$ cat src/rtl/shift_deserializer_if.sv
// rtl/shift_deserializer_if.sv - serial input and word output signal bundle for shift_deserializer
interface shift_deserializer_if #(
  parameter int WIDTH = 100
);
  logic             data_i;
  logic             valid_i;
  logic             sync_i;
  logic [WIDTH-1:0] data_o;
  logic             valid_o;
  logic             ready_i;
  logic             busy_o;
  logic             overrun_o;
  logic             clear_i;
  logic             parity_err_o;

  // Drives the serial link and consumes words.
  modport master (
    output data_i, valid_i, sync_i, ready_i, clear_i,
    input  data_o, valid_o, busy_o, overrun_o, parity_err_o
  );

  // The deserializer itself.
  modport slave (
    input  data_i, valid_i, sync_i, ready_i, clear_i,
    output data_o, valid_o, busy_o, overrun_o, parity_err_o
  );
endinterface

$ cat src/rtl/shift_deserializer.sv
// rtl/shift_deserializer.sv - MSB-first serial-to-parallel converter, optional parity via SHIFT_DESER_PARITY_EN
module shift_deserializer #(
  parameter int WIDTH     = 100,
  parameter int LOG2WIDTH = 7
) (
  input  logic                  clk,
  input  logic                  reset,
  shift_deserializer_if.slave   bus
);

`ifdef SHIFT_DESER_PARITY_EN
  typedef enum logic [1:0] {IDLE = 2'd0, SHIFT = 2'd1, PAR = 2'd2} state_t;
`else
  typedef enum logic {IDLE = 1'b0, SHIFT = 1'b1} state_t;
`endif

  localparam logic [LOG2WIDTH-1:0] LAST_CNT = LOG2WIDTH'(WIDTH - 1);
  localparam logic [LOG2WIDTH-1:0] ONE_CNT  = LOG2WIDTH'(1);

  state_t               state_q, state_d;
  logic [WIDTH-1:0]     shreg_q, shreg_d;
  logic [LOG2WIDTH-1:0] cnt_q, cnt_d;
  logic [WIDTH-1:0]     data_q, data_d;
  logic                 valid_q, valid_d;
  logic                 ovr_q, ovr_d;
  logic                 perr_q, perr_d;
  logic                 complete;
  logic [WIDTH-1:0]     word;
  logic                 word_perr;
  logic                 ovr_set;

  // Next-state for the framing FSM, shift register and output stage.
  always_comb begin
    state_d   = state_q;
    shreg_d   = shreg_q;
    cnt_d     = cnt_q;
    data_d    = data_q;
    valid_d   = valid_q;
    ovr_d     = ovr_q;
    perr_d    = perr_q;
    complete  = 1'b0;
    word      = shreg_q;
    word_perr = 1'b0;
    ovr_set   = 1'b0;

    if (bus.valid_i) begin
      case (state_q)
        IDLE: begin
          // Any qualified bit starts a word; it becomes the MSB.
          shreg_d = {{(WIDTH-1){1'b0}}, bus.data_i};
          cnt_d   = ONE_CNT;
          state_d = SHIFT;
        end
        SHIFT: begin
          if (bus.sync_i) begin
            // Resynchronise: drop the partial word silently.
            shreg_d = {{(WIDTH-1){1'b0}}, bus.data_i};
            cnt_d   = ONE_CNT;
          end else begin
            shreg_d = WIDTH'({shreg_q, bus.data_i});
            if (cnt_q == LAST_CNT) begin
              cnt_d = '0;
`ifdef SHIFT_DESER_PARITY_EN
              state_d = PAR;
`else
              state_d  = IDLE;
              complete = 1'b1;
              word     = WIDTH'({shreg_q, bus.data_i});
`endif
            end else begin
              cnt_d = cnt_q + ONE_CNT;
            end
          end
        end
`ifdef SHIFT_DESER_PARITY_EN
        PAR: begin
          if (bus.sync_i) begin
            shreg_d = {{(WIDTH-1){1'b0}}, bus.data_i};
            cnt_d   = ONE_CNT;
            state_d = SHIFT;
          end else begin
            // Even parity: data bits plus parity bit must XOR to 0.
            state_d   = IDLE;
            complete  = 1'b1;
            word      = shreg_q;
            word_perr = (^shreg_q) ^ bus.data_i;
          end
        end
`endif
        default: state_d = IDLE;
      endcase
    end

    // Output stage: handshake first, then a completing word may refill it.
    if (valid_q && bus.ready_i) begin
      valid_d = 1'b0;
    end
    if (complete) begin
      if (!valid_q || bus.ready_i) begin
        data_d  = word;
        valid_d = 1'b1;
        perr_d  = word_perr;
      end else begin
        ovr_set = 1'b1;
      end
    end

    // A fresh overrun beats a simultaneous clear.
    if (ovr_set) begin
      ovr_d = 1'b1;
    end else if (bus.clear_i) begin
      ovr_d = 1'b0;
    end
  end

  // State registers with asynchronous active-low reset.
  always_ff @(posedge clk or negedge reset) begin
    if (!reset) begin
      state_q <= IDLE;
      shreg_q <= '0;
      cnt_q   <= '0;
      data_q  <= '0;
      valid_q <= 1'b0;
      ovr_q   <= 1'b0;
      perr_q  <= 1'b0;
    end else begin
      state_q <= state_d;
      shreg_q <= shreg_d;
      cnt_q   <= cnt_d;
      data_q  <= data_d;
      valid_q <= valid_d;
      ovr_q   <= ovr_d;
      perr_q  <= perr_d;
    end
  end

  assign bus.data_o    = data_q;
  assign bus.valid_o   = valid_q;
  assign bus.overrun_o = ovr_q;
`ifdef SHIFT_DESER_PARITY_EN
  assign bus.busy_o       = (cnt_q != '0) || (state_q == PAR);
  assign bus.parity_err_o = perr_q;
`else
  assign bus.busy_o       = (cnt_q != '0);
  assign bus.parity_err_o = 1'b0;
`endif

endmodule
$ cat src/flat_wrapper.sv
// flat-port wrapper written by rule: the top's interface ports become plain ports
module shift_deserializer_flat 
#(
  parameter int WIDTH     = 100,
  parameter int LOG2WIDTH = 7
)
  (clk, reset, bus_data_i, bus_valid_i, bus_sync_i, bus_ready_i, bus_clear_i, bus_data_o, bus_valid_o, bus_busy_o, bus_overrun_o, bus_parity_err_o);
  shift_deserializer_if #(.WIDTH(WIDTH)) bus_i ();
  input  logic clk;
  input  logic reset;
  input wire logic [$bits(bus_i.data_i)-1:0] bus_data_i;
  input wire logic [$bits(bus_i.valid_i)-1:0] bus_valid_i;
  input wire logic [$bits(bus_i.sync_i)-1:0] bus_sync_i;
  input wire logic [$bits(bus_i.ready_i)-1:0] bus_ready_i;
  input wire logic [$bits(bus_i.clear_i)-1:0] bus_clear_i;
  output wire logic [$bits(bus_i.data_o)-1:0] bus_data_o;
  output wire logic [$bits(bus_i.valid_o)-1:0] bus_valid_o;
  output wire logic [$bits(bus_i.busy_o)-1:0] bus_busy_o;
  output wire logic [$bits(bus_i.overrun_o)-1:0] bus_overrun_o;
  output wire logic [$bits(bus_i.parity_err_o)-1:0] bus_parity_err_o;
  assign bus_i.data_i = bus_data_i;
  assign bus_i.valid_i = bus_valid_i;
  assign bus_i.sync_i = bus_sync_i;
  assign bus_i.ready_i = bus_ready_i;
  assign bus_i.clear_i = bus_clear_i;
  assign bus_data_o = bus_i.data_o;
  assign bus_valid_o = bus_i.valid_o;
  assign bus_busy_o = bus_i.busy_o;
  assign bus_overrun_o = bus_i.overrun_o;
  assign bus_parity_err_o = bus_i.parity_err_o;
  shift_deserializer #(.WIDTH(WIDTH), .LOG2WIDTH(LOG2WIDTH)) u_core (.clk(clk), .reset(reset), .bus(bus_i));
endmodule
$ cat config.mk
export PLATFORM = sky130hd
export DESIGN_NAME = shift_deserializer_flat
export DESIGN_NICKNAME = d
export VERILOG_FILES = /design/src/rtl/shift_deserializer_if.sv /design/src/rtl/shift_deserializer.sv /design/src/flat_wrapper.sv
export SDC_FILE = /design/constraint.sdc
export NUM_CORES = 1
export LEC_CHECK = 0
export ABC_AREA = 1
export BUFFER_PORTS_ARGS = -buffer_cell sky130_fd_sc_hd__buf_4
export CAP_MARGIN = 20
export CORE_ASPECT_RATIO = 0.8
export CORE_MARGIN = 3
export CORE_UTILIZATION = 32
export CTS_BUF_LIST = sky130_fd_sc_hd__clkbuf_4 sky130_fd_sc_hd__clkbuf_8 sky130_fd_sc_hd__clkbuf_16
export CTS_CLUSTER_DIAMETER = 50
export DETAILED_ROUTE_END_ITERATION = 8
export PLACE_DENSITY = 0.56
export SLEW_MARGIN = 20
export SYNTH_ARGS = -nofsm -noshare
export SYNTH_HDL_FRONTEND = slang
export SYNTH_SLANG_ARGS = --single-unit
$ cat constraint.sdc
create_clock -name clk -period 1.8 [get_ports clk]
set_input_delay 0.45 -clock clk [delete_from_list [all_inputs] [get_ports clk]]
set_output_delay 0.45 -clock clk [all_outputs]
set_load 0.02 [all_outputs]
==> metrics.md <==
| Metric | Value |
|---|---|
| First-pass GRT wire length | 33,100 um |
| Vias in the first global route | 6,230 |
| CP Launch Type | flip-flop |
| Core Box Area | 25,500 um^2 |
| Synth top area cells | dfrtp_1 63%, nand2_1 10%, nand4_1 7.6% |
| DRC Markers | 0 |
| Fin nets | 959 |
| CP Buf/Inv Count | 1 |
| Finished Cell Area | 10,600 um^2 |
| Clk slew on worst S/H paths | 60 ps |
| Total congestion overflow | 0 |
| Dpl ws | 116 ps |
| GP Congestion | 0.731 |
| CTS Buf Count | 26 |
| CP delay by family, top | flip-flops |
| Top-area cell type share of the netlist area | 62.7% |
| CTS Buffer Depth | 3 |
| Mapped Nets | 853 |
| Maxcap violations | 0 |
| Die W | 187 um |
| Post-synth top area cell | dfrtp_1 |
| CTS root buf | clkbuf_16 |
| Fmax | 550 MHz |
| Max Slew Vio Count | 0 |
| Largest net degree at the start of global routing | 57 |
| Area growth syn-to-layout | 27.3% |
| Worst Clk Skew | 21.2 ps |
| RSZ-0062 raised after global routing | true |
| Sequential Area | 5230 um^2 |
| Total track usage | 14.1% |
| Synth unique cells | 22 |
| Finished Layout Cells | 1,321 |
| Post-route ant nets | 0 |
| Status | complete, but fails checks |
| Post-Syn Area | 8340 um^2 |
| Core Rows | 52 |
| Chip height | 150 um |
| DP HPWL | 12,100 um |
| Initial antenna violation count | 0 |
| Worst vdd ir | 0.713 mV |
| HP Class | in2reg |
| Initial core utilization | 32.7% |
| Final Core Density | 41.7% |
| Post-DP Area | 9510 um^2 |
| Design Power | 0.0109 W |
| CP peak stage delay | 430 ps |
| Multi-input logic area | 2330 um^2 |
| Violated checks | negative setup slack |
| Data required time of the worst path | 1350 ps |
| Final wirelength | 19,500 um |
| Synth Register Bits | 209 |
| Drt first pass iters | 4 |
| Final setup violation count | 1 |
| Avg WL per Cell | 14.8 um |
| Setup WS post-layout | -16.8 ps |
| CP cell instances | nor3_4 > nand3_2 > buf_6 |
| Synth Instances | 844 |
| CTS tree | done |
| Number of diodes | 0 |
| DR vias/cell | 4.68 |
| Fraction of the yosys area taken by sequential cells | 62.7% |
| CTS Sinks | 209 |
| Yosys warnings | 0 |
| CP endpoint kind | primary output |
| CP max FO | 2 |
| Tcrit/Tclk final | 101% |
| Leak | 5.34 nW |
| Period minus WS final | 1820 ps |
| Fillers | 2,509 |
| Die footprint | 28,100 um^2 |
| Crit Path Category | reg2out |
| Syn_area_per_cell | 9.89 um^2 |
| Pwr Density | 1020 nW/um^2 |
| IO Port Bufs | 109 |
| Drt initial violations | 440 |
| IO Pins | 111 |
| Clock Latency Late Sink | 520 ps |
| Via count | 6,186 |
| Crit path DAT | 1370 ps |
| Share of cells above drive strength 1 | 21.1% |
| Final hold violation count | 0 |
| CTS H-tree depth | 1 |
| Placed instance count | 1,261 |
| Slowest CP cell | dfrtp_2 |
timing repair:
action,in CTS,in global routing
pin swaps,2,3
hold buffers,1,0
gates resized for setup,6,6
setup endpoints to repair,1,55
setup buffers,5,5
endpoints found under the hold margin,30,0
gates cloned,0,1
layer usage:
layer	vias to the layer above	global-route usage [%]	wire, um
met3	22	2.77	780
met2	110	21.4	8450
met5	-	0	0
met1	3007	21.0	9990
li1	3047	-	-
met4	0	2.91	281
layout make-up:
cell class	instances	share of cell area, %
flip-flops and latches	209	49.2
well taps	351	4.13
clock inverters	14	2.06
repair buffers	145	11.8
clock buffers	34	6.97
inverters	110	3.90
multi-input cells	458	21.9
layout by cell type (no fill, tap or decap), types with 2 or more instances in the layout:
master and instances:
nand2_1 224, dfrtp_1 208, buf_4 129, inv_1 107
nand4_1 101, o22ai_1 97, clkbuf_16 28, nor2_1 11
buf_12 10, o21ai_0 6, nand3_1 5, bufinv_16 5
clkbuf_4 5, clkinv_2 4, clkbuf_8 3, inv_6 3
buf_6 3, inv_2 2, nor2_4 2, a21oi_1 2
registers in the layout, summed over array words and instances, names as in the netlist:
name                  flops
u_core.state_q            1
u_core.shreg_q           99
u_core.bus.valid_o        1
u_core.bus.data_o       100
u_core.bus.overrun_o      1
u_core.cnt_q              7
stage by stage:
step | setup TNS, ps | hold WS, ps
floorplan | 0 | 154
global placement | 0 | 413
detailed placement | 0 | 413
CTS | -58.8 | 172
global route | -97.0 | 209
finish | -16.8 | 202
synthesized netlist by cell type, drive strengths merged:
cell and instances:
xor2 1, o22ai 97, conb 1, nor2 14, nand4 101, clkbuf 26, buf 41, nand2 225
nor3 1, nand3 7, a21oi 2, inv 110, dfrtp 209, ha 2, xnor2 1, o21ai 6
worst min-delay path, stage by stage:
cell	delay, ps
buf_4	80
inv_1	30
nand2_1	40
o21ai_0	80
power breakdown:
part	internal [W]	switching [W]	total, W
registers	0.00472	0.0000239	0.00475
logic	0.000127	0.000284	0.000412
clock network	0.00365	0.00205	0.00569
cell families after synthesis:
group	count (synthesis)	synth area share, %
simple gates	348	19.0
flops	209	62.7
buf+inv	177	10.1
compound gates	105	7.75
xor+xnor	2	0.210
fa+ha+maj	2	0.300
other cells	1	0.0449
final timing paths:
path,from,endpoint,slack [ps],cells after the start
worst max-delay path,u_core.cnt_q[4],bus_busy_o,-20,3
worst min-delay path,bus_clear_i,u_core.bus.overrun_o,200,4
worst max register to register,u_core.cnt_q[0],u_core.bus.data_o[96],110,8
worst min register to register,u_core.bus.data_o[7],u_core.bus.data_o[7],470,2
max in group asynchronous,reset,u_core.bus.data_o[33],760,3
min in group asynchronous,reset,u_core.bus.data_o[35],440,2
Note: power is estimated with default switching activity, not from simulation.
